## src/rtl/voice_pkg.sv

```systemverilog
// Shared types and constants for the polyphonic voice allocator.
// Message layout: bit 7 selects note-on/off, bits 6:0 carry the note code.
package voice_pkg;

  typedef enum logic [1:0] {
    ST_IDLE   = 2'd0,
    ST_SCAN   = 2'd1,
    ST_COMMIT = 2'd2
  } state_t;

  localparam int          C_MSG_ON_BIT = 7;
  localparam int          C_NOTE_W     = 7;
  localparam logic [7:0]  C_ALL_OFF    = 8'h7F;

  // Age counters must be able to hold the saturation value itself.
  function automatic int age_width(input int hold_ms);
    return $clog2(hold_ms + 1);
  endfunction

endpackage

```

## src/rtl/voice_alloc_ms_tick.sv

```systemverilog
// Millisecond strobe generator: one-cycle tick every C_CLK_FRQ/1000 clocks.
// The counter restarts from 0 on reset, so the first tick lands a full period after release.
module ms_tick #(
  parameter int C_CLK_FRQ = 100_000_000
) (
  input  logic clk,
  input  logic rstb,
  output logic tick
);

  localparam int C_DIV   = C_CLK_FRQ / 1000;
  localparam int C_CNT_W = $clog2(C_DIV + 1);
  localparam logic [C_CNT_W-1:0] C_TC = C_CNT_W'(C_DIV - 1);

  logic [C_CNT_W-1:0] cnt;

  assign tick = (cnt == C_TC);

  always_ff @(posedge clk or negedge rstb) begin
    if (!rstb)     cnt <= '0;
    else if (tick) cnt <= '0;
    else           cnt <= cnt + 1'b1;
  end

endmodule

```

## src/rtl/voice_alloc.sv

```systemverilog
// Polyphonic voice allocator: decodes note-on/off bytes, scans the voice slots one per
// cycle, then commits an assign, retrigger, steal, release or all-off; voices time out.
//   state     | meaning
//   ST_IDLE   | waiting for a byte (held byte first), capture it
//   ST_SCAN   | examine one voice per cycle: first match, lowest free, oldest active
//   ST_COMMIT | apply the decision to the voice arrays, pulse steal if overwriting
module voice_alloc
  import voice_pkg::*;
#(
  parameter int C_CLK_FRQ         = 100_000_000,
  parameter int C_VOICES          = 4,
  parameter int C_HOLD_MS         = 5000,
  parameter int C_UART_DATA_WIDTH = 8
) (
  input  logic                               clk,
  input  logic                               rstb,
  input  logic                               UART_valid,
  input  logic [C_UART_DATA_WIDTH-1:0]       UART_msg,
  input  logic                               UART_err,
  output logic [C_VOICES-1:0]                voiceActive,
  output logic [C_NOTE_W*C_VOICES-1:0]       voiceNote,
  output logic                               busy,
  output logic                               steal,
  output logic                               drop
);

  localparam int C_AGE_W = age_width(C_HOLD_MS);
  localparam int C_IDX_W = $clog2(C_VOICES);
  localparam logic [C_AGE_W-1:0] C_AGE_MAX  = C_AGE_W'(C_HOLD_MS);
  localparam logic [C_IDX_W-1:0] C_LAST_IDX = C_IDX_W'(C_VOICES - 1);

  state_t               state;
  logic [7:0]           msg_q;
  logic [7:0]           hold_msg;
  logic                 hold_full;
  logic [C_IDX_W-1:0]   scan_idx;
  logic [C_IDX_W-1:0]   match_idx;
  logic [C_IDX_W-1:0]   free_idx;
  logic [C_IDX_W-1:0]   old_idx;
  logic [C_IDX_W-1:0]   target_idx;
  logic                 match_found;
  logic                 free_found;
  logic                 old_found;
  logic [C_AGE_W-1:0]   old_age;
  logic [C_VOICES-1:0]  active_q;
  logic [C_NOTE_W-1:0]  note_q [C_VOICES];
  logic [C_AGE_W-1:0]   age_q  [C_VOICES];

  logic                 tick;
  logic                 in_valid;
  logic                 start;
  logic [7:0]           start_msg;
  logic                 is_all_off;
  logic                 is_on;
  logic [C_NOTE_W-1:0]  msg_note;

  ms_tick #(.C_CLK_FRQ(C_CLK_FRQ)) u_ms_tick (
    .clk  (clk),
    .rstb (rstb),
    .tick (tick)
  );

  assign in_valid   = UART_valid & ~UART_err;
  assign start_msg  = hold_full ? hold_msg : UART_msg;
  assign start      = (state == ST_IDLE) && (hold_full || in_valid);
  assign is_all_off = (msg_q == C_ALL_OFF);
  assign is_on      = msg_q[C_MSG_ON_BIT];
  assign msg_note   = msg_q[C_NOTE_W-1:0];
  assign target_idx = match_found ? match_idx : (free_found ? free_idx : old_idx);

  assign busy        = (state != ST_IDLE);
  assign steal       = (state == ST_COMMIT) && !is_all_off && is_on && !match_found && !free_found;
  assign voiceActive = active_q;

  always_comb begin
    voiceNote = '0;
    for (int v = 0; v < C_VOICES; v++) voiceNote[v*C_NOTE_W +: C_NOTE_W] = note_q[v];
  end

  always_ff @(posedge clk or negedge rstb) begin
    if (!rstb) begin
      state       <= ST_IDLE;
      msg_q       <= '0;
      scan_idx    <= '0;
      match_found <= 1'b0;
      match_idx   <= '0;
      free_found  <= 1'b0;
      free_idx    <= '0;
      old_found   <= 1'b0;
      old_idx     <= '0;
      old_age     <= '0;
    end else begin
      case (state)
        ST_IDLE: if (start) begin
          msg_q       <= start_msg;
          scan_idx    <= '0;
          match_found <= 1'b0;
          free_found  <= 1'b0;
          old_found   <= 1'b0;
          old_age     <= '0;
          state       <= (start_msg == C_ALL_OFF) ? ST_COMMIT : ST_SCAN;
        end
        ST_SCAN: begin
          if (active_q[scan_idx]) begin
            if (!match_found && note_q[scan_idx] == msg_note) begin
              match_found <= 1'b1;
              match_idx   <= scan_idx;
            end
            // strict compare keeps the lowest index on equal ages
            if (!old_found || age_q[scan_idx] > old_age) begin
              old_found <= 1'b1;
              old_idx   <= scan_idx;
              old_age   <= age_q[scan_idx];
            end
          end else if (!free_found) begin
            free_found <= 1'b1;
            free_idx   <= scan_idx;
          end
          if (scan_idx == C_LAST_IDX) state <= ST_COMMIT;
          else                        scan_idx <= scan_idx + 1'b1;
        end
        ST_COMMIT: state <= ST_IDLE;
        default:   state <= ST_IDLE;
      endcase
    end
  end

  always_ff @(posedge clk or negedge rstb) begin
    if (!rstb) begin
      hold_full <= 1'b0;
      hold_msg  <= '0;
      drop      <= 1'b0;
    end else begin
      drop <= 1'b0;
      if (state == ST_IDLE) begin
        // the held byte is being consumed; a fresh byte may refill the slot
        if (hold_full) begin
          if (in_valid) hold_msg  <= UART_msg;
          else          hold_full <= 1'b0;
        end
      end else if (in_valid) begin
        if (!hold_full) begin
          hold_full <= 1'b1;
          hold_msg  <= UART_msg;
        end else begin
          drop <= 1'b1;
        end
      end
    end
  end

  always_ff @(posedge clk or negedge rstb) begin
    if (!rstb) begin
      active_q <= '0;
      for (int v = 0; v < C_VOICES; v++) begin
        note_q[v] <= '0;
        age_q[v]  <= '0;
      end
    end else begin
      for (int v = 0; v < C_VOICES; v++) begin
        if (tick && active_q[v]) begin
          if (age_q[v] < C_AGE_MAX)           age_q[v]    <= age_q[v] + 1'b1;
          if (age_q[v] >= C_AGE_MAX - 1'b1)   active_q[v] <= 1'b0;
        end
      end
      // placed after the timeout update so a commit overrides a same-cycle timeout
      if (state == ST_COMMIT) begin
        if (is_all_off) begin
          active_q <= '0;
        end else if (is_on) begin
          active_q[target_idx] <= 1'b1;
          note_q[target_idx]   <= msg_note;
          age_q[target_idx]    <= '0;
        end else if (match_found) begin
          active_q[match_idx] <= 1'b0;
        end
      end
    end
  end

endmodule
```

## config.mk

```make
export PLATFORM = sky130hd
export DESIGN_NAME = voice_alloc
export DESIGN_NICKNAME = d
export VERILOG_FILES = /design/src/rtl/voice_pkg.sv /design/src/rtl/voice_alloc_ms_tick.sv /design/src/rtl/voice_alloc.sv
export SDC_FILE = /design/constraint.sdc
export NUM_CORES = 1
export LEC_CHECK = 0
export CAP_MARGIN = 5
export CORE_ASPECT_RATIO = 1.2
export CORE_MARGIN = 1.5
export CORE_UTILIZATION = 40
export DETAILED_ROUTE_END_ITERATION = 6
export GPL_TIMING_DRIVEN = 0
export RECOVER_POWER = 50
export SLEW_MARGIN = 20
export SYNTH_ARGS = -nofsm -noshare
export SYNTH_HDL_FRONTEND = slang
export SYNTH_SLANG_ARGS = --single-unit
```

## constraint.sdc

```tcl
create_clock -name clk -period 3.6 [get_ports clk]
set_input_delay 0.36 -clock clk [delete_from_list [all_inputs] [get_ports clk]]
set_output_delay 0.36 -clock clk [all_outputs]
set_load 0.03 [all_outputs]
```

# After elaboration in Yosys (flattened, before gate mapping)

Cells that the tools add are included.

Register bits after elaboration: 145
Input bits: 12
Output and inout port bits: 35
Word-level logic and storage cells: 182

Add/subtract/negate cells: 6
Magnitude comparators: 17
Equality and inequality tests: 15
Multiplexer cells: 75
Bitwise operators: 12
Reduce and logical (&&, ||, !) cells: 34

Operator list:

| kind                  | count |
|---|---|
| $mux 13               | 14 |
| $mux 52               | 3 |
| $add 13x1->13 const B | 4 |
| $and 52x52->52        | 1 |
| $ge 13x13->1 const B  | 4 |
| $lt 13x13->1 const B  | 4 |
| $not 52->52           | 1 |
| $mux 8                | 5 |
| $bwmux 28             | 1 |
| $bmux 13 s2           | 1 |
| $demux 13 s2          | 1 |
| $pmux 13 s2           | 1 |
| $mux 1                | 24 |
| $mux 7                | 3 |
| $reduce_and 3->1      | 6 |
| $add 17x1->17 const B | 1 |
| $eq 17x17->1 const B  | 1 |
| $mux 17               | 1 |
| $eq 8x7->1 const B    | 2 |
| $mux 4                | 4 |
| $ne 2x2->1 const B    | 8 |
| $bmux 7 s2            | 1 |
| $demux 7 s2           | 1 |
| $mux 2                | 7 |
| other kinds (26)      | 60 |

# Longest topological paths before layout

Gate-level depths: netlist of run 1.

Word-level depth: 12
Gate-level depth with buffers: 13

# Cells and area by module

Synthesis of run 1 repeated with hierarchy kept, for this count alone.

Cell total of the unflattened synthesis: 666
Area total of the unflattened synthesis: 7,414.6 µm²

By module, submodules not included:

| module      | instances | cells each | area each (µm²) | sequential area each (µm²) |
|---|---|---|---|---|
| voice_alloc | 1         | 592        | 6,621.4         | 3,203.1 |
| ms_tick     | 1         | 74         | 793.3           | 425.4 |

# Worst setup path after synthesis of run 1

No wires, ideal clock.

Path kind: register to register
Start point: register scan_idx[0]
End point: register old_age[10]
Arrival: 3.615 ns
Required time: 3.475 ns
Path slack: -0.140 ns
Cell stages (with the launch flop): 12
Path buffers: 4
Clock period less this slack: 3.740 ns
Path through: dfrtp_1 buf_6 buf_2 clkbuf_1 mux4_2 ha_1 a21o_1 a21oi_1 o22ai_1 o41ai_2 buf_2 mux2_2

Longest elaborated chain between the ends: 8

RTL lines:

| item                                       | line                                   | RTL |
|---|---|---|
| start, declared                            | voice_alloc.sv:36                      | `logic [C_IDX_W-1:0] scan_idx;` |
| start signal, assigned                     | voice_alloc.sv:120                     | `else scan_idx <= scan_idx + 1'b1;` |
| $not 2->3 (implied by the code)            | voice_alloc.sv:110, voice_alloc.sv:113 |  |
| $bmux 13 s2                                | voice_alloc.sv:110, voice_alloc.sv:113 |  |
| $mux 13 (implied by the code) (2 in a row) | voice_alloc.sv:110, voice_alloc.sv:113 |  |
| $gt 13x13->1                               | voice_alloc.sv:110                     | `if (!old_found \|\| age_q[scan_idx] > old_age) begin` |
| $logic_or 1x1->1                           | voice_alloc.sv:110                     |  |
| $ne 2x2->1 (no line)                       | -                                      |  |
| $reduce_and 4->1 (no line)                 | -                                      |  |
| end signal, assigned                       | voice_alloc.sv:113                     | `old_age <= age_q[scan_idx];` |
| end, declared                              | voice_alloc.sv:44                      | `logic [C_AGE_W-1:0] old_age;` |

Several ways; a longest one is shown, not always the timed one. The select of a mux whose other input is x is not followed.
A chain may end at the register's enable or synchronous reset.

# Worst setup path in the final report of run 1

Start point: register scan_idx[1]
End point: register old_age[9]

The elaborated chain is that of the path after synthesis.

==> impl_metrics.tcl, run 1 <==
set metrics [dict create \
    outcome "finished with violations" \
    violations "capacitance limit, slew limit" \
    grt_use_total_pct 20.86 \
    fmax_mhz 295.5 \
    netlist_area_mm2 0.007913 \
    rsz0062_at_grt "false" \
    crit_top_cell "clkbuf_4" \
    dieArea_mm2 0.02064 \
    io_pins 47 \
    n_fill_cell 1866 \
    syn_to_final_growth_pct 17.82 \
    final_common_cell "nand2_1" \
    setup_viol 0 \
    instances_no_fill 1144 \
    drive_gt1_share_pct 11.66 \
    synth-warning-count 0 \
    avgViaCountPerCell 5.558 \
    ant_nets 0 \
    path_cells "buf_2 > clkbuf_4 > clkbuf_4 > mux4_2 > ha_1 > a21o_1 > a21oi_1 > o22ai_1 > o41ai_4 > buf_4 > mux2_2" \
    synth_top_family_by_area "simple AND/OR/NAND/NOR gates" \
    post-route-period-util_pct 94.01 \
    layout_min_cycle_time_ns 3.384 \
    synthXorXnorAreaFrac_pct 2.989 \
    relSlewSlack_pct -25.48 \
    crit_type "reg2reg" \
    post-place-ws_ns -0.6804 \
    hold_path.class "reg2reg" \
    cp.buffers_inverters 4 \
    start_util_pct 40.62 \
    antennaDiodeCount 0 \
    synthTopCellsByArea "dfrtp_1 (46%), nand2_1 (7.0%), mux4_2 (5.7%), mux2_2 (4.0%), ha_1 (3.0%)" \
    antenna_found_initial 0 \
    slowest_stage "dfrtp_1" \
    power_per_cell_area_mw_per_mm2 596.9 \
    skew_ns 0.01146 \
    slew_violations 75 \
    place_inst 1111 \
    grt_pass1_wl_um 33680 \
    synth-seq-cells 145 \
    synth_edf_count 0 \
    grt_max_degree 75 \
    cap_violations 1 \
    async_flop_share_pct 100.0 \
    critPathCaptureType "register" \
    path_max_fanout 10 \
    insertion_delay_ns 0.42 \
    avgSynthCellArea_um2 9.854 \
    critPathRequiredTime_ns 3.90 \
    hold_violations 0 \
    die_y_um 157.1 \
    layout_common_cells "nand2_1 (148), dfrtp_1 (145), clkdlybuf4s50_1 (45)" \
    synth-simple-area-share_pct 22.15 \
    synth_flop_cell "dfrtp_1" \
    fin_nets 901 \
    cts_tree "done" \
    arrival_ns 3.69 \
    vias 6358 \
    synth_mux_area_share_pct 11.83 \
    synthesis.nets 834 \
    h-tree-depth 4 \
    layout_setup_ws_ns 0.2156 \
    synth_adder_area_share_pct 3.131 \
    routed_wl_um 20430 \
    power.leakage_nw 4.114 \
    rows 56 \
    ir_worst_vdd_mv 0.3678 \
    dr.pass1.iters 6 \
    ys_seq_area_share_pct 45.86 \
    clk_pin_slew_ns 0.07 \
    synth_cell_types 54 \
    cts-root-buf "clkbuf_16" \
    place.gp.congestion 0.8833 \
    portBuffers 46 \
    synth_compound_area_share_pct 10.23 \
    die_w_um 131.4 \
    worst_slew_pin_slew_ns 1.882 \
    cts_sinks 145 \
    drcViolationCount 0 \
    yosysTopAreaCellShare_pct 45.86 \
    cts_max_path_buffers 2 \
    cpPeakStageDelay_ns 0.36 \
    grt_overflow 0 \
    hpwl_um 14950 \
    core_mm2 0.01948 \
    cp-start-kind "register" \
    cp_top_family "buffers and inverters" \
    first_global_vias 6222 \
    drtIter0Drc 417 \
    synth_top_area_cell "dfrtp_1" \
    cts_buffers 17 \
    syn-instance-count 803 \
    wl_per_cell_um 17.85 \
]
registers in the layout, indices dropped and copies added (netlist names):
| signal | count |
|---|---|
| hold_msg | 8 |
| state | 2 |
| drop | 1 |
| hold_full | 1 |
| old_found | 1 |
| old_idx | 2 |
| msg_q | 8 |
| free_idx | 2 |
| voiceActive | 4 |
| u_ms_tick.cnt | 17 |
| scan_idx | 2 |
| voiceNote | 28 |
| match_found | 1 |
| old_age | 13 |
| free_found | 1 |
| match_idx | 2 |
| age_q | 52 |
where the power goes:
part	total, mW	internal, mW	switching [mW]
clock	1.74	0.977	0.766
combinational	1.70	0.727	0.976
sequential	2.12	1.89	0.223
total	5.56	3.60	1.97
stage by stage:
| step | hold WS (ns) | instance area, µm² | util, % | setup TNS [ns] | total power [mW] |
|---|---|---|---|---|---|
| 2_1_floorplan | 0.06441 | 7925 | - | 0 | 3.251 |
| 3_3_place_gp | 0.4718 | 8712 | 44.73 | -577.95 | 3.831 |
| 3_5_place_dp | 0.3723 | 8745 | 44.89 | -8.264 | 3.854 |
| 4_1_cts | 0.4854 | 9336 | 47.93 | 0 | 5.615 |
| 5_1_grt | 0.5036 | 9323 | 47.86 | 0 | 5.862 |
| 6_report | 0.4815 | 9323 | 47.86 | 0 | 5.565 |
final cells by class:
cell class                      count  area [µm²]  area share (%)
Timing Repair Buffer               49       480.5           5.154
Buffer                             43       201.4           2.161
Clock buffer                       18       429.2           4.603
Tap cell                          261       326.6           3.503
Clock inverter                     14       147.6           1.584
Multi-Input combinational cell    585        4000           42.91
Sequential cell                   145        3628           38.92
Inverter                           29       108.9           1.168
cell families (layout without fill, tap and decap cells):
family / count (synthesis) / in the layout
xor+xnor: 27 / 27
flops: 145 / 145
compound gates: 127 / 127
mux: 65 / 65
buf+inv: 73 / 153
simple gates: 346 / 346
fa+ha+maj: 20 / 20
synth_stat cells, drive strengths merged (12+ instances only):
library cell and n:
a21oi 29, and2 22, buf 20, clkbuf 24
dfrtp 145, ha 19, inv 29, mux2 28
mux2i 17, mux4 20, nand2 148, nand3 32
nand4 19, nor2 35, o211ai 17, o21ai 36
or3 14, or4 29, xnor2 12, xor2 15
final timing paths:
kind / startpoint / to / slack, ns / cells past startpoint
worst max-delay path: scan_idx[1] / old_age[9] / 0.22 / 11
worst min-delay path: u_ms_tick.cnt[0] / u_ms_tick.cnt[0] / 0.48 / 1
worst max register to register: scan_idx[1] / old_age[9] / 0.22 / 11
worst min register to register: u_ms_tick.cnt[0] / u_ms_tick.cnt[0] / 0.48 / 1
max in group asynchronous: rstb / age_q[25] / 0.66 / 3
min in group asynchronous: rstb / hold_msg[0] / 0.96 / 2
metal layers:
metal / share of wire, % / track usage, % / vias to the layer above
met2: 49 / 34.97 / 127
met3: 3.6 / 3.156 / 36
li1: - / - / 3019
met4: 2.3 / 7.989 / 0
met1: 45 / 27.47 / 3176
met5: 0 / 0 / -
what timing repair did:
action / CTS / global route
setup buffers: 1 / 0
hold buffers: 1 / 0
endpoints found under the hold margin: 73 / 0
gates resized for setup: 2 / 8
pin swaps: 1 / 0
endpoints found under the setup margin: 16 / 15
(Power assumes the default switching activity.)
==> run 2: changes to the inputs <==
Settings changed: CAP_MARGIN 5 to 10, GPL_TIMING_DRIVEN 0 to unset.
==> run 2 against run 1 <==
The flow still finishes with violations (capacitance limit, slew limit). Via count fell by 1.7%. Utilization fell by 0.32 points. Register-to-register slack improved by 0.13 ns. Critical path type unchanged. Critical endpoint unchanged. Largest cell class unchanged.
==> impl_metrics.tcl, run 2 (synthesis results as in run 1) <==
set metrics [dict create \
    holdWs_ns 0.4947 \
    io_pins 47 \
    syn_to_final_growth_pct 17.03 \
    h-tree-depth 4 \
    p_int_mw 3.545 \
    placed_cell_area_mm2 0.008681 \
    switchingPower_mw 1.989 \
    p_clk_share_pct 31.4 \
    rows 56 \
    dr.pass1.iters 5 \
    cpPeakStageDelay_ns 0.71 \
    violations "capacitance limit, slew limit" \
    hold_path.class "reg2reg" \
    p_comb_share_pct 28.0 \
    insertion_delay_ns 0.44 \
    crit_type "reg2reg" \
    n_fill_cell 1890 \
    swShare_pct 35.94 \
    grt_pass1_wl_um 33310 \
    worst_slew_pin_slew_ns 1.920 \
    final_common_cell "nand2_1" \
    cts_tree "done" \
    ant_nets 0 \
    drive_gt1_share_pct 12.67 \
    vias 6253 \
    dieArea_mm2 0.02064 \
    critPathCaptureType "register" \
    first_global_vias 5943 \
    grt_overflow 0 \
    die_w_um 131.4 \
    grt_use_total_pct 20.89 \
    power_per_cell_area_mw_per_mm2 597.6 \
    top_register "age_q" \
    setup_viol 0 \
    avgViaCountPerCell 5.578 \
    start_util_pct 40.62 \
    cp.buffers_inverters 1 \
    critPathRequiredTime_ns 3.92 \
    drcViolationCount 0 \
    largest_reg_flops 52 \
    fmax_mhz 307.5 \
    ir_worst_vdd_mv 0.3601 \
    relSlewSlack_pct -27.99 \
    skew_ns 0.01021 \
    seqPwrFrac_pct 40.6 \
    die_y_um 157.1 \
    cts_buffers 17 \
    power.leakage_nw 4.122 \
    hold_violations 0 \
    grt_max_degree 76 \
    layout_common_cells "nand2_1 (148), dfrtp_1 (145), clkdlybuf4s50_1 (44)" \
    cts_sinks 145 \
    cts_max_path_buffers 2 \
    hpwl_um 14870 \
    rsz0062_at_grt "false" \
    place.gp.congestion 0.8540 \
    cts-root-buf "clkbuf_16" \
    routed_wl_um 20570 \
    slowest_stage "dfrtp_1" \
    path_cells "mux4_2 > ha_1 > a21o_1 > a21oi_1 > o22ai_1 > o41ai_4 > buf_4 > mux2_2" \
    layout_min_cycle_time_ns 3.252 \
    cp-start-kind "register" \
    cp_top_family "compound AO/OA/AOI/OAI gates" \
    portBuffers 46 \
    path_max_fanout 16 \
    outcome "finished with violations" \
    wl_per_cell_um 18.35 \
    clk_pin_slew_ns 0.06 \
    antenna_found_initial 0 \
    core_mm2 0.01948 \
    fin_area_mm2 0.009260 \
    tns_ns 0 \
    arrival_ns 3.57 \
    antennaDiodeCount 0 \
    post-route-period-util_pct 90.34 \
    drtIter0Drc 500 \
    slew_violations 76 \
    cap_violations 1 \
    fin_nets 878 \
]
[run 2: cell count changes in the layout (fill, tap and decap cells not counted), sizes merged]
cell / before / now
inv: 36 / 39
clkdlybuf4s50: 45 / 44
buf: 18 / 19
clkinv: 4 / 2
clkbuf: 46 / 22
dlygate4sd3: 1 / 2
bufinv: 1 / 0
[run 2: layout make-up]
class / instances / area [µm²] / area share, %
clock buffers: 18 / 439.2 / 4.743
clock inverters: 14 / 137.6 / 1.486
inverters: 29 / 108.9 / 1.176
multi-input cells: 585 / 3998 / 43.17
flip-flops and latches: 145 / 3628 / 39.18
well taps: 261 / 326.6 / 3.527
repair buffers: 69 / 621.8 / 6.715
[run 2: what timing repair did]
action / CTS / global route
hold endpoints to repair: 31 / 0
hold buffers: 1 / 0
setup buffers: 0 / 0
gates resized for setup: 0 / 0
[run 2: metrics by stage]
step	setup WS [ns]	util [%]	total power, mW	std cells
2_1_floorplan	0.1031	-	3.251	803
3_3_place_gp	0.2179	44.57	3.815	1087
3_5_place_dp	0.1329	44.57	3.833	1087
4_1_cts	0.1453	47.58	5.579	1120
5_1_grt	0.1816	47.54	5.827	1121
6_report	0.3478	47.54	5.534	1121
[run 2: path summary, 6_finish.rpt]
| check | cells after the start | from | end | slack, ns |
|---|---|---|---|---|
| max | 8 | scan_idx[1] | old_age[9] | 0.35 |
| min | 1 | u_ms_tick.cnt[14] | u_ms_tick.cnt[14] | 0.49 |
| max reg2reg | 8 | scan_idx[1] | old_age[9] | 0.35 |
| min reg2reg | 1 | u_ms_tick.cnt[14] | u_ms_tick.cnt[14] | 0.49 |
| max in group asynchronous | 3 | rstb | old_age[0] | 0.90 |
| min in group asynchronous | 2 | rstb | hold_msg[1] | 1.00 |
[run 2: power by group through the flow]
stage          combinational, mW  clock (mW)  sequential, mW
3_3_place_gp                1.54           0            2.28
5_1_grt                     1.68        1.85            2.29
6_report                    1.55        1.74            2.25
3_5_place_dp                1.56           0            2.28
2_1_floorplan              0.975           0            2.28
4_1_cts                     1.56        1.77            2.25
[run 2: routing by layer]
metal	up-vias	wire length, µm	global-route usage [%]
met1	3093	9035	26.94
met4	0	552	8.413
met5	-	0	0
li1	2984	-	-
met2	136	10270	35.40
met3	40	709	3.317
==> run 3: changes to the inputs <==
Settings changed: CORE_MARGIN 1.5 to 5.
==> run 3 against run 2 <==
Setup slack improved by 0.015 ns. Sequential power about the same. Global-route usage shrank 2.2 points. Total power rose by 0.58%. Clock skew rose by 0.0073 ns. Non-clock buffer count down 5. The run still ends with capacitance limit, slew limit left. Fmax rose by 0.47%. Register-to-register slack gained 0.02 ns. Final area down 0.14%. Critical path depth grew 1. Wire length down 0.68%.
==> impl_metrics.tcl, run 3 (synthesis results as in run 1) <==
set metrics [dict create \
    hold_violations 0 \
    h-tree-depth 4 \
    layout_min_cycle_time_ns 3.237 \
    syn_to_final_growth_pct 16.87 \
    cts_tree "done" \
    largest_reg_flops 52 \
    violations "capacitance limit, slew limit" \
    die_w_um 138.4 \
    worst_slew_pin_slew_ns 2.510 \
    vias 6212 \
    worst-r2r-cell-count 9 \
    relSlewSlack_pct -67.34 \
    insertion_delay_ns 0.44 \
    layout_common_cells "nand2_1 (148), dfrtp_1 (145), clkdlybuf4s50_1 (44)" \
    critPathRequiredTime_ns 3.91 \
    power_mw 5.566 \
    place.gp.congestion 0.9236 \
    fmax_mhz 308.9 \
    grt_max_degree 101 \
    hold_path.class "reg2reg" \
    drcViolationCount 0 \
    dieArea_mm2 0.02271 \
    portBuffers 46 \
    clk_pin_slew_ns 0.07 \
    top_register "age_q" \
    rsz0062_at_grt "false" \
    antennaDiodeCount 0 \
    cp-start-kind "register" \
    critPathCapture "old_age[9]" \
    slew_violations 119 \
    core_mm2 0.01948 \
    grt_pass1_wl_um 33940 \
    fin_nets 873 \
    critPathCaptureType "register" \
    layout_setup_ws_ns 0.3628 \
    first_global_vias 6230 \
    start_util_pct 40.62 \
    final_common_cell "nand2_1" \
    die_y_um 164.1 \
    grt_use_total_pct 18.72 \
    dr.pass1.iters 5 \
    cts-root-buf "clkbuf_16" \
    cts_max_path_buffers 2 \
    routed_wl_um 20430 \
    power.leakage_nw 4.107 \
    rows 56 \
    arrival_ns 3.55 \
    power_per_cell_area_mw_per_mm2 601.9 \
    worstReg2RegEnd "old_age[9]" \
    io_pins 47 \
    setup_viol 0 \
    drtIter0Drc 391 \
    cts_setup_buffers 0 \
    cap_violations 2 \
    antenna_found_initial 0 \
    grt_overflow 0 \
    holdBufCountCts 0 \
    outcome "finished with violations" \
    skew_ns 0.01751 \
    ir_worst_vdd_mv 0.3540 \
    cts_sinks 145 \
    hpwl_um 14480 \
    ant_nets 0 \
    ctsResizeCount 0 \
    r2r-start "scan_idx[0]" \
    path_max_fanout 27 \
    drive_gt1_share_pct 12.05 \
    wl_per_cell_um 18.31 \
    rrSetupSlack_ns 0.36 \
    tns_ns 0 \
    min_from "u_ms_tick.cnt[0]" \
    avgViaCountPerCell 5.566 \
    crit_type "reg2reg" \
    post-place-ws_ns 0.1140 \
    post-route-period-util_pct 89.92 \
    cts_buffers 17 \
    crit_start "scan_idx[0]" \
]
==> run 3: report_power, final <==
group          internal, mW  switching [mW]
clock                 0.987           0.803
combinational         0.701           0.816
sequential             1.89           0.366
==> run 3: per-stage QoR <==
| step | instances | hold slack, ns | area [µm²] | utilization (%) |
|---|---|---|---|---|
| after floorplan | 803 | 0.06441 | 7925 | - |
| after global placement | 1083 | 0.4766 | 8663 | 44.48 |
| after detailed placement | 1083 | 0.4845 | 8666 | 44.49 |
| after CTS | 1115 | 0.08206 | 9261 | 47.55 |
| after global routing | 1116 | 0.5293 | 9248 | 47.48 |
| final | 1116 | 0.4865 | 9248 | 47.48 |
==> run 3: per-layer routing <==
layer	vias up	track usage (%)	wire length (µm)
li1	2967	-	-
met4	0	6.963	461
met1	3095	24.58	9159
met5	-	0	0
met2	124	31.51	10130
met3	26	2.999	679
==> run 3: cell type report <==
| type | count | area [µm²] |
|---|---|---|
| clock buffer | 17 | 425.4 |
| clock inverter | 15 | 170.2 |
| fill | 1878 | 10230 |
| inverter | 29 | 108.9 |
| multi-input combinational | 585 | 3996 |
| sequential | 145 | 3628 |
| tap | 261 | 326.6 |
| timing repair buffer | 64 | 591.8 |
==> run 3: how the worst min path moves through the flow <==
stage,depth (start not counted),end,slack (ns)
2_1_floorplan,0,age_q[0],0.06
5_1_grt,1,u_ms_tick.cnt[11],0.53
4_1_cts,1,u_ms_tick.cnt[13],0.08
3_3_place_gp,1,u_ms_tick.cnt[0],0.48
6_report,1,u_ms_tick.cnt[0],0.49
3_5_place_dp,1,u_ms_tick.cnt[0],0.48
==> run 3: worst max-delay path, cell delays in order (launching register included) <==
cell,delay [ns]
dfrtp_1,0.40
buf_12,0.24
mux4_2,0.55
ha_1,0.30
a21o_1,0.18
a21oi_1,0.13
o22ai_1,0.13
o41ai_4,0.50
buf_4,0.30
mux2_2,0.36
